<file path="src/rtl/reg_file_flags.sv">
// reg_file_flags: ALU operand register file with status-flag register.
//   2^D x W register array, one write port, two combinational read ports
//   with same-cycle write-to-read forwarding, Zero/Sign flag capture and a
//   saturating count of accepted register writes.
// Ports:
//   Clk, Reset          clock and synchronous active-high reset
//   WrEn/WrAddr/WrData  register writeback
//   RdAddrA/RdAddrB     read indices; ReadA/ReadB combinational read data
//   FlagWr/ZeroIn/SignIn  flag capture; ZeroFlag/SignFlag registered flags
//   WrCount             saturating count of accepted writes
module reg_file_flags #(
  parameter int unsigned W = 8,
  parameter int unsigned D = 3
) (
  input  logic         Clk,
  input  logic         Reset,
  input  logic         WrEn,
  input  logic [D-1:0] WrAddr,
  input  logic [W-1:0] WrData,
  input  logic [D-1:0] RdAddrA,
  input  logic [D-1:0] RdAddrB,
  output logic [W-1:0] ReadA,
  output logic [W-1:0] ReadB,
  input  logic         FlagWr,
  input  logic         ZeroIn,
  input  logic         SignIn,
  output logic         ZeroFlag,
  output logic         SignFlag,
  output logic [7:0]   WrCount
);

  localparam int unsigned NREGS   = 1 << D;
  localparam int unsigned CNT_W   = 8;
  localparam logic [CNT_W-1:0] CNT_MAX = '1;

  logic [W-1:0] regs [NREGS];

  // State update; reset drops any concurrent write or flag capture.
  always_ff @(posedge Clk) begin
    if (Reset) begin
      regs     <= '{default: '0};
      ZeroFlag <= 1'b0;
      SignFlag <= 1'b0;
      WrCount  <= '0;
    end else begin
      if (WrEn) begin
        regs[WrAddr] <= WrData;
      end
      if (FlagWr) begin
        ZeroFlag <= ZeroIn;
        SignFlag <= SignIn;
      end
      if (WrEn && (WrCount != CNT_MAX)) begin
        WrCount <= WrCount + CNT_W'(1);
      end
    end
  end

  // Read ports bypass the array when the pending write targets the same index,
  // independently of Reset so dependent ops see the value in flight.
  always_comb begin
    ReadA = regs[RdAddrA];
    ReadB = regs[RdAddrB];
    if (WrEn && (WrAddr == RdAddrA)) begin
      ReadA = WrData;
    end
    if (WrEn && (WrAddr == RdAddrB)) begin
      ReadB = WrData;
    end
  end

endmodule

</file>
<file path="config.mk">
export PLATFORM = sky130hd
export DESIGN_NAME = reg_file_flags
export DESIGN_NICKNAME = d
export VERILOG_FILES = /design/src/rtl/reg_file_flags.sv
export SDC_FILE = /design/constraint.sdc
export NUM_CORES = 1
export LEC_CHECK = 0
export ABC_AREA = 1
export CORE_MARGIN = 2
export CORE_UTILIZATION = 30
export CTS_CLUSTER_SIZE = 20
export DETAILED_ROUTE_END_ITERATION = 12
export GPL_TIMING_DRIVEN = 0
export MAX_ROUTING_LAYER = met4
export PLACE_DENSITY = 0.51
export SLEW_MARGIN = 30
export SYNTH_ARGS = -nofsm -noshare
export SYNTH_HDL_FRONTEND = slang
export SYNTH_SLANG_ARGS = --single-unit
export TNS_END_PERCENT = 5
</file>
<file path="constraint.sdc">
create_clock -name Clk -period 3 [get_ports Clk]
set_input_delay 0.6 -clock Clk [delete_from_list [all_inputs] [get_ports Clk]]
set_output_delay 0.6 -clock Clk [all_outputs]
set_load 0.02 [all_outputs]
</file>
=== After elaboration in Yosys (flattened, before gate mapping) ===
Index checks and enable logic that the tools add are counted.

* Memories kept: 0
* Output and inout bits: 26
* Bits in latches: 0
* RAM bits: 0
* Register bits after elaboration: 74
* Word-level logic and storage cells: 37
* Bits in read-only memories: 0
* Bits of input ports: 23

* Mux-type cells: 11
* Reduce and logical (&&, ||, !) cells: 4
* $lt $le $gt $ge: 4
* Shift operators: 0
* Divide/modulo/power cells: 0
* Bitwise gates (word level): 3
* $add $sub $neg: 1
* Equal/unequal tests: 3
* Multipliers: 0

{| class="wikitable"
|+ Operator list
! kind !! number
|-
| bitwise mux 64 bit || 1
|-
| 2-to-1 mux 8 bit || 7
|-
| binary-select mux 8 bit (select 3 bit) || 2
|-
| demux 8 bit (select 3 bit) || 1
|-
| greater-or-equal comparator 4 bit, second input constant || 3
|-
| inverter 3 -> 4 bit || 3
|-
| adder 8 x 1 -> 8 bit, second input constant || 1
|-
| inequality test 8 bit, second input constant || 1
|-
| equality test 3 bit || 2
|-
| logical AND 1 bit || 4
|-
| less-than comparator 4 x 1 -> 1 bit, second input constant || 1
|}

=== Longest topological paths before layout ===
* Word-level depth: 6
* Depth in mapped cells: 9
* Mapped depth without buffers: 8

=== Least setup slack after synthesis ===
OpenSTA, ideal clock, no wires.

* Path type: input to output
* Start: input port RdAddrB[1]
* End: output port ReadB[0]
* Cell stages on the path: 9
* Required time: 2.400 ns
* Slack: 0.965 ns
* Buffers on the path: 1
* Arrival: 1.435 ns
* Cells stage by stage: buf_2 > inv_2 > nand2_1 > nand2_1 > nor2_2 > nand2_2 > clkinv_4 > nand2_1 > nand2_1

* Cells in the longest elaborated chain, start to end: 5
* Elaborated cells between the ends (all ways): 7
* Those cells by class: eq/ne (1); mux (4); bitwise (1); reduce/logical (1)

{| class="wikitable"
|+ RTL lines
! what !! line !! source
|-
| start: declaration || 21 || <nowiki>input logic [D-1:0] RdAddrB,</nowiki>
|-
| inverter 3 -> 4 bit (implied by the code) || 63 || <nowiki>ReadB = regs[RdAddrB];</nowiki>
|-
| binary-select mux 8 bit (select 3 bit) || 63 ||
|-
| 2-to-1 mux 8 bit (implied by the code) (2 in series) || 63 ||
|-
| 2-to-1 mux 8 bit (*) || 67 || <nowiki>if (WrEn && (WrAddr == RdAddrB)) begin</nowiki>
|-
| end: declaration || 23 || <nowiki>output logic [W-1:0] ReadB,</nowiki>
|}

Every way passes the cells marked *; elsewhere a longest branch is shown, timed or not. The select of a mux whose other input is x is not followed.

=== Worst setup path after layout ===
* Start: input port WrAddr[0]
* End: output port ReadB[1]

* Cells in the longest elaborated chain, start to end: 3

{| class="wikitable"
|+ RTL lines
! what !! line !! source
|-
| start: declaration || 18 || <nowiki>input logic [D-1:0] WrAddr,</nowiki>
|-
| equality test 3 bit || 67 ||
|-
| logical AND 1 bit || 67 ||
|-
| 2-to-1 mux 8 bit || 67 ||
|}

Every way passes these cells.

==> metrics.txt <==
Post-Synth XOR/XNOR Area=0%; main area contributors after synthesis=dfxtp_1, nand2_1, nand3_1; most frequent cells in the layout=nand2_1, nand3_1, dfxtp_1; unrepaired setup endpoints after global routing=no; final setup fails=0; CTS tree=done; Syn Std Cell Area=4360 µm²; Hold WS=479 ps; Initial Util=30.3%; final WL=15.6 mm; library cells used by synthesis=24; FF-to-FF Start=WrCount[0]$_SDFFE_PP0P_; critical path arrival=2300 ps; via count=4772; maximum vdd drop=0.000246 V; Yosys top cell by area=dfxtp_1; FF+latch count, synth=74; Comb power frac=17.9%; Synth Area in Simple Gates=35.8%; WL/cell=16.6 µm; Bufs on Longest Clock Path=2; Final Non-Filler Cells=937; most common cell after layout, fill and taps aside=nand2_1; clk slew on worst S/H paths=60 ps; row cnt=44; post-synthesis adder-cell area fraction=0.287%; clk_lat worst skew=360 ps; Flop pwr share=37.9%; Clock Sinks=74; worst reg2reg endpoint=WrCount[1]$_SDFFE_PP0P_; Yosys warning count=0; Final nets=772; DP HPWL=11.5 mm; Net Sw Frac=29.1%; Iter 0 DRT Violations=369; drc violations=0; pins over their slew limit=0; Placed Cells=921; Worst Setup SP=WrAddr[0]; WS Path Type=in2out; min-delay worst type=reg2reg; Slew headroom=56.5%; reg2reg setup slack=1580 ps; Worst Setup EP=ReadB[1]; top cell type's share of synthesized area=34.0%; Antenna Diode Count=0; vias in the first global route=4521; Syn Area/Cell=6.21 µm²; mux share of post-synthesis cell area=0%; Synth Area in Compound Gates=15.7%; Vias/cell=5.09; Max-cap violations=0; DR pass1 iterations=5; Syn Inst Count=702; Core ar.=14400 µm²; sequential share of the synthesized area=34.0%; worst-margin pin slew=652 ps; post-layout min period=2900 ps; Final period util=96.8%; crit path max fanout=9; final hold violations=0; die area=15500 µm²; status=finished, final reports clean; crit path capture type=output pin; Synthesized Nets=726; clock share of power=44.2%; Overflow after GRT=0; Clock Skew=2.20 ps; Pleak=0.00240 µW; Die Y-Extent=125 µm; Num CTS Buffers=9; CTS root buffer=clkbuf_16; largest net degree at the start of global routing=14; Antenna Violating Nets Remaining=0; Placer Congestion=0.901; port buffer count=35; Worst setup SP type=primary input; Layout fillers=1567; Worst EP required=2400 ps; Ports=49; Register Area=1480 µm²; first-pass GRT wire length=24.3 mm; Setup Buffers After CTS=0; Die Wd=125 µm; FMAX=0.344 GHz; NetSw=795 µW; Setup TNS Final=0 ps; largest family of logic cells by synthesized area=simple AND/OR/NAND/NOR gates; footprint of the multi-input gates=2260 µm²; layout cells sized above 1=11.8%; initial antenna violation count=0; All-Layer GR Usage=20.7%; Area Overhead vs Synth=20.3%; final total power=2730 µW; internal power=1930 µW; FF-to-FF path depth=7; H-tree depth=3; pwr dens=520 nW/µm²
synth_stat cells, drive strengths merged:
master,n
nand2,207
nand3,117
inv,81
dfxtp,74
a21oi,69
o21ai,67
buf,41
nor2,35
clkbuf,6
clkinv,3
ha,1
nor3b,1
layer usage:
| metal | wire length (µm) | share of wire (%) | global-route usage (%) |
|---|---|---|---|
| met4 | 482 | 3.1 | 10.2 |
| met1 | 7200 | 46 | 26.8 |
| met5 | 0 | 0 | - |
| met2 | 6940 | 45 | 31.5 |
| met3 | 925 | 5.9 | 3.05 |
power by group through the flow:
stage                     Clock, µW  Combinational (µW)  Sequential, µW
after global placement            0                 498            1050
after detailed placement          0                 503            1050
after CTS                      1230                 485            1030
final                          1200                 489            1030
after floorplan                   0                 315            1060
after global routing           1260                 539            1040
state kept, by name (all words and copies together) (netlist names):
signal / count
regs: 64
WrCount: 8
SignFlag: 1
ZeroFlag: 1
final cells by class:
| type | instances | share of cell area (%) |
|---|---|---|
| Sequential cell | 74 | 28.2 |
| Multi-Input combinational cell | 497 | 43.0 |
| Buffer | 47 | 5.63 |
| Tap cell | 184 | 4.39 |
| Inverter | 84 | 6.25 |
| Timing Repair Buffer | 35 | 6.25 |
| Clock inverter | 6 | 1.72 |
| Clock buffer | 10 | 4.55 |
kinds of logic (layout without fill, tap and decap cells):
kind of cell             after synthesis  count (layout)
AND/OR/NAND/NOR                      360             360
AO/OA/AOI/OAI                        136             136
buffers and inverters                131             182
flip-flops                            74              74
adder cells (fa/ha/maj)                1               1
per-stage QoR:
stage	util, %	setup slack, ps	area [µm²]
2_1_floorplan	-	965	4360
3_3_place_gp	34.4	-216	4940
4_1_cts	36.5	84.5	5250
6_report	36.5	96.3	5250
3_5_place_dp	34.4	-229	4940
5_1_grt	36.5	1.35	5250
worst max-delay path, cell delays in order:
cell             delay, ps
clkdlybuf4s50_1        580
inv_1                   80
nand2_1                 60
nand2_1                 50
nor2_1                 110
nand2_2                180
clkinv_4               150
nand2_1                 60
nand2_1                110
clkdlybuf4s15_1        310
repair_timing:
item | in CTS | in global routing
pin swaps | 0 | 1
hold buffers | 0 | 0
endpoints found under the hold margin | 0 | 0
gates resized for setup | 17 | 8
endpoints found under the setup margin | 16 | 11
cloned | 0 | 0
worst min path at each step:
stage | startpoint | depth (start not counted) | slack, ps | endpoint
floorplan | regs[24]$_SDFFE_PP0P_ | 2 | 440 | regs[24]$_SDFFE_PP0P_
global route | regs[29]$_SDFFE_PP0P_ | 2 | 500 | regs[29]$_SDFFE_PP0P_
detailed placement | regs[24]$_SDFFE_PP0P_ | 2 | 470 | regs[24]$_SDFFE_PP0P_
CTS | regs[30]$_SDFFE_PP0P_ | 2 | 480 | regs[30]$_SDFFE_PP0P_
finish | regs[30]$_SDFFE_PP0P_ | 2 | 480 | regs[30]$_SDFFE_PP0P_
global placement | regs[30]$_SDFFE_PP0P_ | 2 | 460 | regs[30]$_SDFFE_PP0P_
Note: power is estimated with default switching activity, not from simulation.
